`src/rtl/regfile_pkg.sv`:
```
// regfile_pkg: shared register-file sizing constants. Rev 1.0
`default_nettype none

package regfile_pkg;
  localparam int RF_DATA_W = 32;
  localparam int RF_ADDR_W = 5;
  localparam int NUM_REGS = 2 ** RF_ADDR_W;
  localparam int unsigned REG_ZERO = 0;
endpackage

`default_nettype wire

```
`src/rtl/regfile_sb.sv`:
```
// regfile_sb: per-register pending bits tracking issued-but-not-written-back destinations. Rev 1.0
`default_nettype none

module regfile_sb
  import regfile_pkg::*;
#(
  parameter int ADDR_W = RF_ADDR_W
) (
  input  logic              clk,
  input  logic              rst_n,
  input  logic              issue_en,
  input  logic [ADDR_W-1:0] issue_addr,
  input  logic              wb_en,
  input  logic [ADDR_W-1:0] wb_addr,
  input  logic [ADDR_W-1:0] rs_addr,
  input  logic [ADDR_W-1:0] rt_addr,
  output logic              rs_busy,
  output logic              rt_busy
);

  localparam int NREGS = 2 ** ADDR_W;
  localparam logic [ADDR_W-1:0] ZERO_A = ADDR_W'(REG_ZERO);

  logic [NREGS-1:0] pending_q;
  logic [NREGS-1:0] pending_d;
  logic             set_valid;
  logic             clr_valid;

  assign set_valid = issue_en && (issue_addr != ZERO_A);
  assign clr_valid = wb_en && (wb_addr != ZERO_A);

  // Clear is applied before set so a same-address issue keeps the bit pending.
  always_comb begin
    pending_d = pending_q;
    if (clr_valid) pending_d[wb_addr] = 1'b0;
    if (set_valid) pending_d[issue_addr] = 1'b1;
  end

  always_ff @(posedge clk or negedge rst_n) begin
    if (!rst_n) begin
      pending_q <= '0;
    end else begin
      pending_q <= pending_d;
    end
  end

  assign rs_busy = pending_q[rs_addr] && !(wb_en && (wb_addr == rs_addr)) && (rs_addr != ZERO_A);
  assign rt_busy = pending_q[rt_addr] && !(wb_en && (wb_addr == rt_addr)) && (rt_addr != ZERO_A);

endmodule

`default_nettype wire

```
`src/rtl/regfile.sv`:
```
// regfile: 2-read/1-write register file with write-first bypass and pending scoreboard. Rev 1.0
`default_nettype none

module regfile
  import regfile_pkg::*;
#(
  parameter int DATA_W = RF_DATA_W,
  parameter int ADDR_W = RF_ADDR_W
) (
  input  logic              clk,
  input  logic              rst_n,
  input  logic [ADDR_W-1:0] rs_addr,
  input  logic [ADDR_W-1:0] rt_addr,
  output logic [DATA_W-1:0] rs_data,
  output logic [DATA_W-1:0] rt_data,
  input  logic              wb_en,
  input  logic [ADDR_W-1:0] wb_addr,
  input  logic [DATA_W-1:0] wb_data,
  input  logic              issue_en,
  input  logic [ADDR_W-1:0] issue_addr,
  output logic              rs_busy,
  output logic              rt_busy
);

  localparam int NREGS = 2 ** ADDR_W;
  localparam logic [ADDR_W-1:0] ZERO_A = ADDR_W'(REG_ZERO);

  logic [DATA_W-1:0] regs_q [NREGS];
  logic              wr_valid;

  // Bypass is suppressed while reset is asserted so reads stay zero.
  assign wr_valid = rst_n && wb_en && (wb_addr != ZERO_A);

  always_ff @(posedge clk or negedge rst_n) begin
    if (!rst_n) begin
      for (int i = 0; i < NREGS; i++) regs_q[i] <= '0;
    end else if (wr_valid) begin
      regs_q[wb_addr] <= wb_data;
    end
  end

  always_comb begin
    rs_data = regs_q[rs_addr];
    if (rs_addr == ZERO_A) rs_data = '0;
    else if (wr_valid && (wb_addr == rs_addr)) rs_data = wb_data;
  end

  always_comb begin
    rt_data = regs_q[rt_addr];
    if (rt_addr == ZERO_A) rt_data = '0;
    else if (wr_valid && (wb_addr == rt_addr)) rt_data = wb_data;
  end

  regfile_sb #(
    .ADDR_W(ADDR_W)
  ) u_sb (
    .clk       (clk),
    .rst_n     (rst_n),
    .issue_en  (issue_en),
    .issue_addr(issue_addr),
    .wb_en     (wb_en),
    .wb_addr   (wb_addr),
    .rs_addr   (rs_addr),
    .rt_addr   (rt_addr),
    .rs_busy   (rs_busy),
    .rt_busy   (rt_busy)
  );

endmodule

`default_nettype wire

```
`config.mk`:
```
export PLATFORM = sky130hd
export DESIGN_NAME = regfile
export DESIGN_NICKNAME = d
export VERILOG_FILES = /design/src/rtl/regfile_pkg.sv /design/src/rtl/regfile_sb.sv /design/src/rtl/regfile.sv
export SDC_FILE = /design/constraint.sdc
export NUM_CORES = 2
export LEC_CHECK = 0
export CORE_UTILIZATION = 50
export DETAILED_ROUTE_END_ITERATION = 10
export HOLD_SLACK_MARGIN = 0.06
export PLACE_DENSITY = 0.66
export SYNTH_ARGS = -nofsm -noshare
export SYNTH_HDL_FRONTEND = slang
export SYNTH_SLANG_ARGS = --single-unit
```
`constraint.sdc`:
```
create_clock -name clk -period 4.5 [get_ports clk]
set_input_delay 0.9 -clock clk [delete_from_list [all_inputs] [get_ports clk]]
set_output_delay 0.9 -clock clk [all_outputs]
set_load 0.02 [all_outputs]
```
== After elaboration in Yosys (flattened, before gate mapping) ==
Index checks and enable logic that the tools add are counted.
Cells by class
  add/subtract/negate cells: 0
  multiply operators: 0
  divide/modulo/power cells: 0
  order comparisons: 10
  eq/ne operators: 2
  shift-type cells: 0
  muxes and demuxes: 23
  bitwise operators: 6
  reduce and logical (&&, ||, !) cells: 23
Operators with widths (number)
  bitwise mux 1024 bit: 1
  2-to-1 mux 32 bit: 11
  binary-select mux 32 bit (select 5 bit): 2
  demux 32 bit (select 5 bit): 1
  AND 32 bit: 1
  NOT 32 bit: 1
  bitwise OR 32 bit: 1
  < comparator 5 x 6 -> 1 bit, second input constant: 4
  nonzero test 5 bit: 4
  greater-or-equal comparator 6 bit, second input constant: 3
  NOT 5 -> 6 bit: 3
  logical AND 1 bit: 15
  binary-select mux 1 bit (select 5 bit): 2
  demux 1 bit (select 5 bit): 2
  == test 5 bit: 2
  greater-or-equal comparator 5 x 1 -> 1 bit, second input constant: 2
  logical NOT 5 bit: 2
  < comparator 6 x 1 -> 1 bit, second input constant: 1
  2-to-1 mux 1 bit: 4
  logical NOT 1 bit: 2
Storage, ports and cells
  register bits: 1056
  latch bits: 0
  bits in writable memories: 0
  ROM bits: 0
  input bits: 56
  output and inout bits: 66
  logic and storage cells: 97
  memories: 0

== Longest topological paths before layout ==
  word-level depth: 9
  depth in mapped cells: 12
  depth with buffers taken out: 6

== Modules after synthesis ==
From an unflattened synthesis, not the netlist that was laid out.
Second synthesis, totals
  cell total of the unflattened synthesis: 4248
  area total of the unflattened synthesis: 57923.1 sq um
Modules (own cells, without submodules)
  regfile: instances 1, cells each 4042, area an instance 55893.6 sq um, seq. area each 25624.6 sq um
  regfile_sb: instances 1, cells each 206, area an instance 2029.4 sq um, seq. area each 775.7 sq um

== Least setup slack after synthesis ==
OpenSTA, ideal clock, no wires.
  kind: input-to-output
  from: in rt_addr[0]
  to: out rt_data[17]
  arrival: 2.800 ns
  required time: 3.600 ns
  path slack: 0.800 ns
  stages: 10
  buffers on the path: 5
  path through: buf_4 buf_12 buf_8 buf_8 buf_8 mux2i_1 a22oi_1 nand2_1 o31a_1 a211oi_1
On the way
  cells in the longest elaborated chain, start to end: 6
  elaborated cells between the ends (all ways): 9
  those cells by class: eq/ne (1); mux (5); bitwise (1); reduce/logical (2)
RTL lines
  start, declared: line regfile.sv:13  | input logic [ADDR_W-1:0] rt_addr,
  NOT 5 -> 6 bit (implied by the code): line regfile.sv:49  | rt_data = regs_q[rt_addr];
  binary-select mux 32 bit (select 5 bit): line regfile.sv:49
  2-to-1 mux 32 bit (implied by the code) (2 in series): line regfile.sv:49
  2-to-1 mux 32 bit: line regfile.sv:51  | else if (wr_valid && (wb_addr == rt_addr)) rt_data = wb_data;
  2-to-1 mux 32 bit (*): line regfile.sv:50  | if (rt_addr == ZERO_A) rt_data = '0;
  end, declared: line regfile.sv:15  | output logic [DATA_W-1:0] rt_data,
Mark *: on every way between the ends. The rest lies on a longest branch, timed or not. The select of a mux whose other input is x is not followed.

== Worst setup path in the final report ==
  from: in rt_addr[0]
  to: out rt_data[28]
Same word-level chain as after synthesis.

==> run summary <==
Most frequent cells in the layout: dfrtp_1, mux2_2, mux4_2, buf_4, mux2i_1
Post-synthesis sequential area ratio: 46.0%
Combinational family with the most area after synthesis: multiplexers
CP max stage cell: clkdlybuf4s50_1
Root buf cell: clkbuf_16
Die W: 341 µm
Clock slew at reported path FFs: 0.06 ns
Placed wire-length estimate: 129000 µm
Async S/R FF share, synth: 100%
Chip Height: 341 µm
Slew margin rel.: 27.0%
Total gr overflow: 0
Max-Cap Viols: 0
TritonCTS Buffers: 113
Power Total: 26.4 mW
Detailed Routing Iterations Pass 1: 5
Synth Instances: 4095
Most common cell after layout, fill and taps aside: dfrtp_1
Fin. max-slew vios: 0
Pleak: 30.2 nW
TritonCTS clock tree: done
I/O Pins: 122
P&R area growth vs syn: 16.3%
DRC violations left: 0
First-pass GRT wire length: 298000 µm
Tmin final: 4.53 ns
Fraction of layout cells with a size suffix above 1: 47.2%
Crit. End Element: primary output
Top Family by Delay on Critical Path: buffers and inverters
Placer Congestion: 0.892
Status: complete, but fails checks
Worst Hold Class: input port to async pin
ANT nets after route: 0
Synth Area in XOR/XNOR: 0.152%
Simple-gate portion of the synthesized area: 2.89%
Fin nets: 4353
Yosys cell types: 57
Row cnt: 123
Slew @ Worst Pin: 1.10 ns
Clock Skews: 0 ns
Average size of a mapped cell: 14.0 µm²
Worst skew pair latency: 0.70 ns
Violated checks: setup timing
PD cells: 395 mW/mm²
Synthesized cell area: 0.0574 mm²
Vias: 40600
Maximum clock path buffer count: 3
WL/cell: 34.7 µm
Core Area: 0.113 mm²
Vias in the first global route: 40900
Syn nets: 4151
Startpoint Class: input port
Fin. Hold Viols: 0
DR vias/cell: 6.90
Total Wirelength: 205000 µm
Final worst slack: -0.0307 ns
#FFs+latches synth: 1056
CP cell instances: buf_8 > buf_12 > buf_4 > mux4_2 > o22ai_1 > o22ai_1 > nor2_1 > nor3_1 > clkdlybuf4s50_1
# setup viols final: 1
Top post-synthesis cells by area: dfrtp_1, mux2_2, mux4_2
H-tree levels: 3
First DRT Iteration DRCs: 4874
RSZ-0062 raised after global routing: no
Fmax: 221 MHz
Sink Count: 1056
Crit path max fanout: 26
Initial core utilization: 50.7%
Worst IR Drop VDD: 0.329 mV
Kind of critical path: input port to primary output
Post-synthesis mux area share: 40.5%
Required @ worst endpoint: 3.60 ns
Tcrit/Tclk final: 101%
Initial antenna violation count: 9
Buffers on Ports: 121
Worst path max stage delay: 0.56 ns
GRT Util Overall: 35.4%
Post-synth top area share: 46.0%
Post-synth EDFFs: 0
Die ar.: 0.116 mm²
DP Worst Slack: -0.291 ns
Post-synth top flop: dfrtp_1
Largest net degree at the start of global routing: 179
Yosys warning count: 0
Complex-gate fraction of the synthesized area: 6.20%
Leading area contributor after synthesis: dfrtp_1
Cell mode on critical path: o22ai_1
Synth Area in Adders: 0%
Worst Path Arrival: 3.63 ns
Number of buffers and inverters on the critical path: 4
[per-stage QoR]
step           util, %  setup TNS, ns  hold WS (ns)  cell area [µm²]  cells
2_1_floorplan        -              0         0.441            57400   4095
3_3_place_gp      55.5          -3.29         0.377            62800   5681
3_5_place_dp      55.5          -4.44         0.382            62800   5681
4_1_cts           58.9              0         0.396            66700   5889
5_1_grt           59.0              0         0.408            66800   5888
6_report          59.0        -0.0307         0.383            66800   5891
[cell usage after synthesis (7+ instances only)]
cell type / count
a21oi_1: 57
buf_1: 13
clkbuf_1: 240
a31oi_1: 13
o21ai_0: 134
a22oi_1: 91
mux2_2: 984
a221o_1: 13
a211oi_1: 51
nand4_1: 8
and3_1: 7
or3_1: 9
nand3_1: 26
dfrtp_1: 1056
buf_6: 32
o21ai_1: 10
nor3b_1: 7
o211ai_1: 32
and2_1: 10
a221oi_1: 49
nor3_1: 44
a311o_1: 12
buf_4: 41
nor2b_1: 35
nand2_1: 47
buf_2: 123
nand2b_1: 8
mux2_1: 26
buf_8: 10
nor2_1: 103
mux2i_1: 297
mux4_2: 397
o22ai_1: 49
xor2_1: 10
[power by group]
part           switching, mW  internal [mW]  leakage (nW)
clock network           4.00           5.76          1.92
logic                   2.27           2.67          14.2
registers              0.932           10.7          14.0
total                   7.21           19.2          30.2
[metal layers]
layer	share of wire, %	GRT usage, %
met5	0.0083	0
met2	45	53.5
met4	4.7	15.2
met3	10	8.65
met1	40	49.0
[state kept, by name, indices dropped and copies added, names as in the netlist]
name / count
regs_q: 1024
u_sb.pending_q: 32
[worst paths after layout]
kind | start | end | slack [ns] | depth (start not counted)
setup / recovery | rt_addr[0] | rt_data[28] | -0.03 | 9
max in group asynchronous | rst_n | regs_q[360] | 1.74 | 4
setup reg to reg | regs_q[495] | regs_q[495] | 3.66 | 1
hold / removal | rst_n | regs_q[634] | 0.38 | 2
min in group clk | regs_q[1023] | regs_q[1023] | 0.39 | 0
hold reg to reg | regs_q[1023] | regs_q[1023] | 0.39 | 0
[cells by family after synthesis]
| kind of cell | after synthesis |
|---|---|
| flops | 1056 |
| compound gates | 532 |
| mux | 1704 |
| buf+inv | 464 |
| xor+xnor | 10 |
| simple gates | 329 |
[timing repair]
action / CTS / global route
setup endpoints to repair: 48 / 38
pin swaps: 0 / 1
gates resized for setup: 34 / 37
buffers inserted: 1 / 0
hold buffers: 1 / 0
endpoints found under the hold margin: 9 / 0
[area by class of cell]
| cell class | count | area (µm²) |
|---|---|---|
| Fill cell | 8942 | 46400 |
| Multi-Input combinational cell | 2575 | 28900 |
| Sequential cell | 1056 | 26400 |
| Timing Repair Buffer | 547 | 5730 |
| Clock buffer | 168 | 3400 |
| Tap cell | 1500 | 1880 |
| Clock inverter | 38 | 457 |
| Inverter | 4 | 15.0 |
| Antenna cell | 3 | 7.51 |
Power figures use the tool's default switching activity.
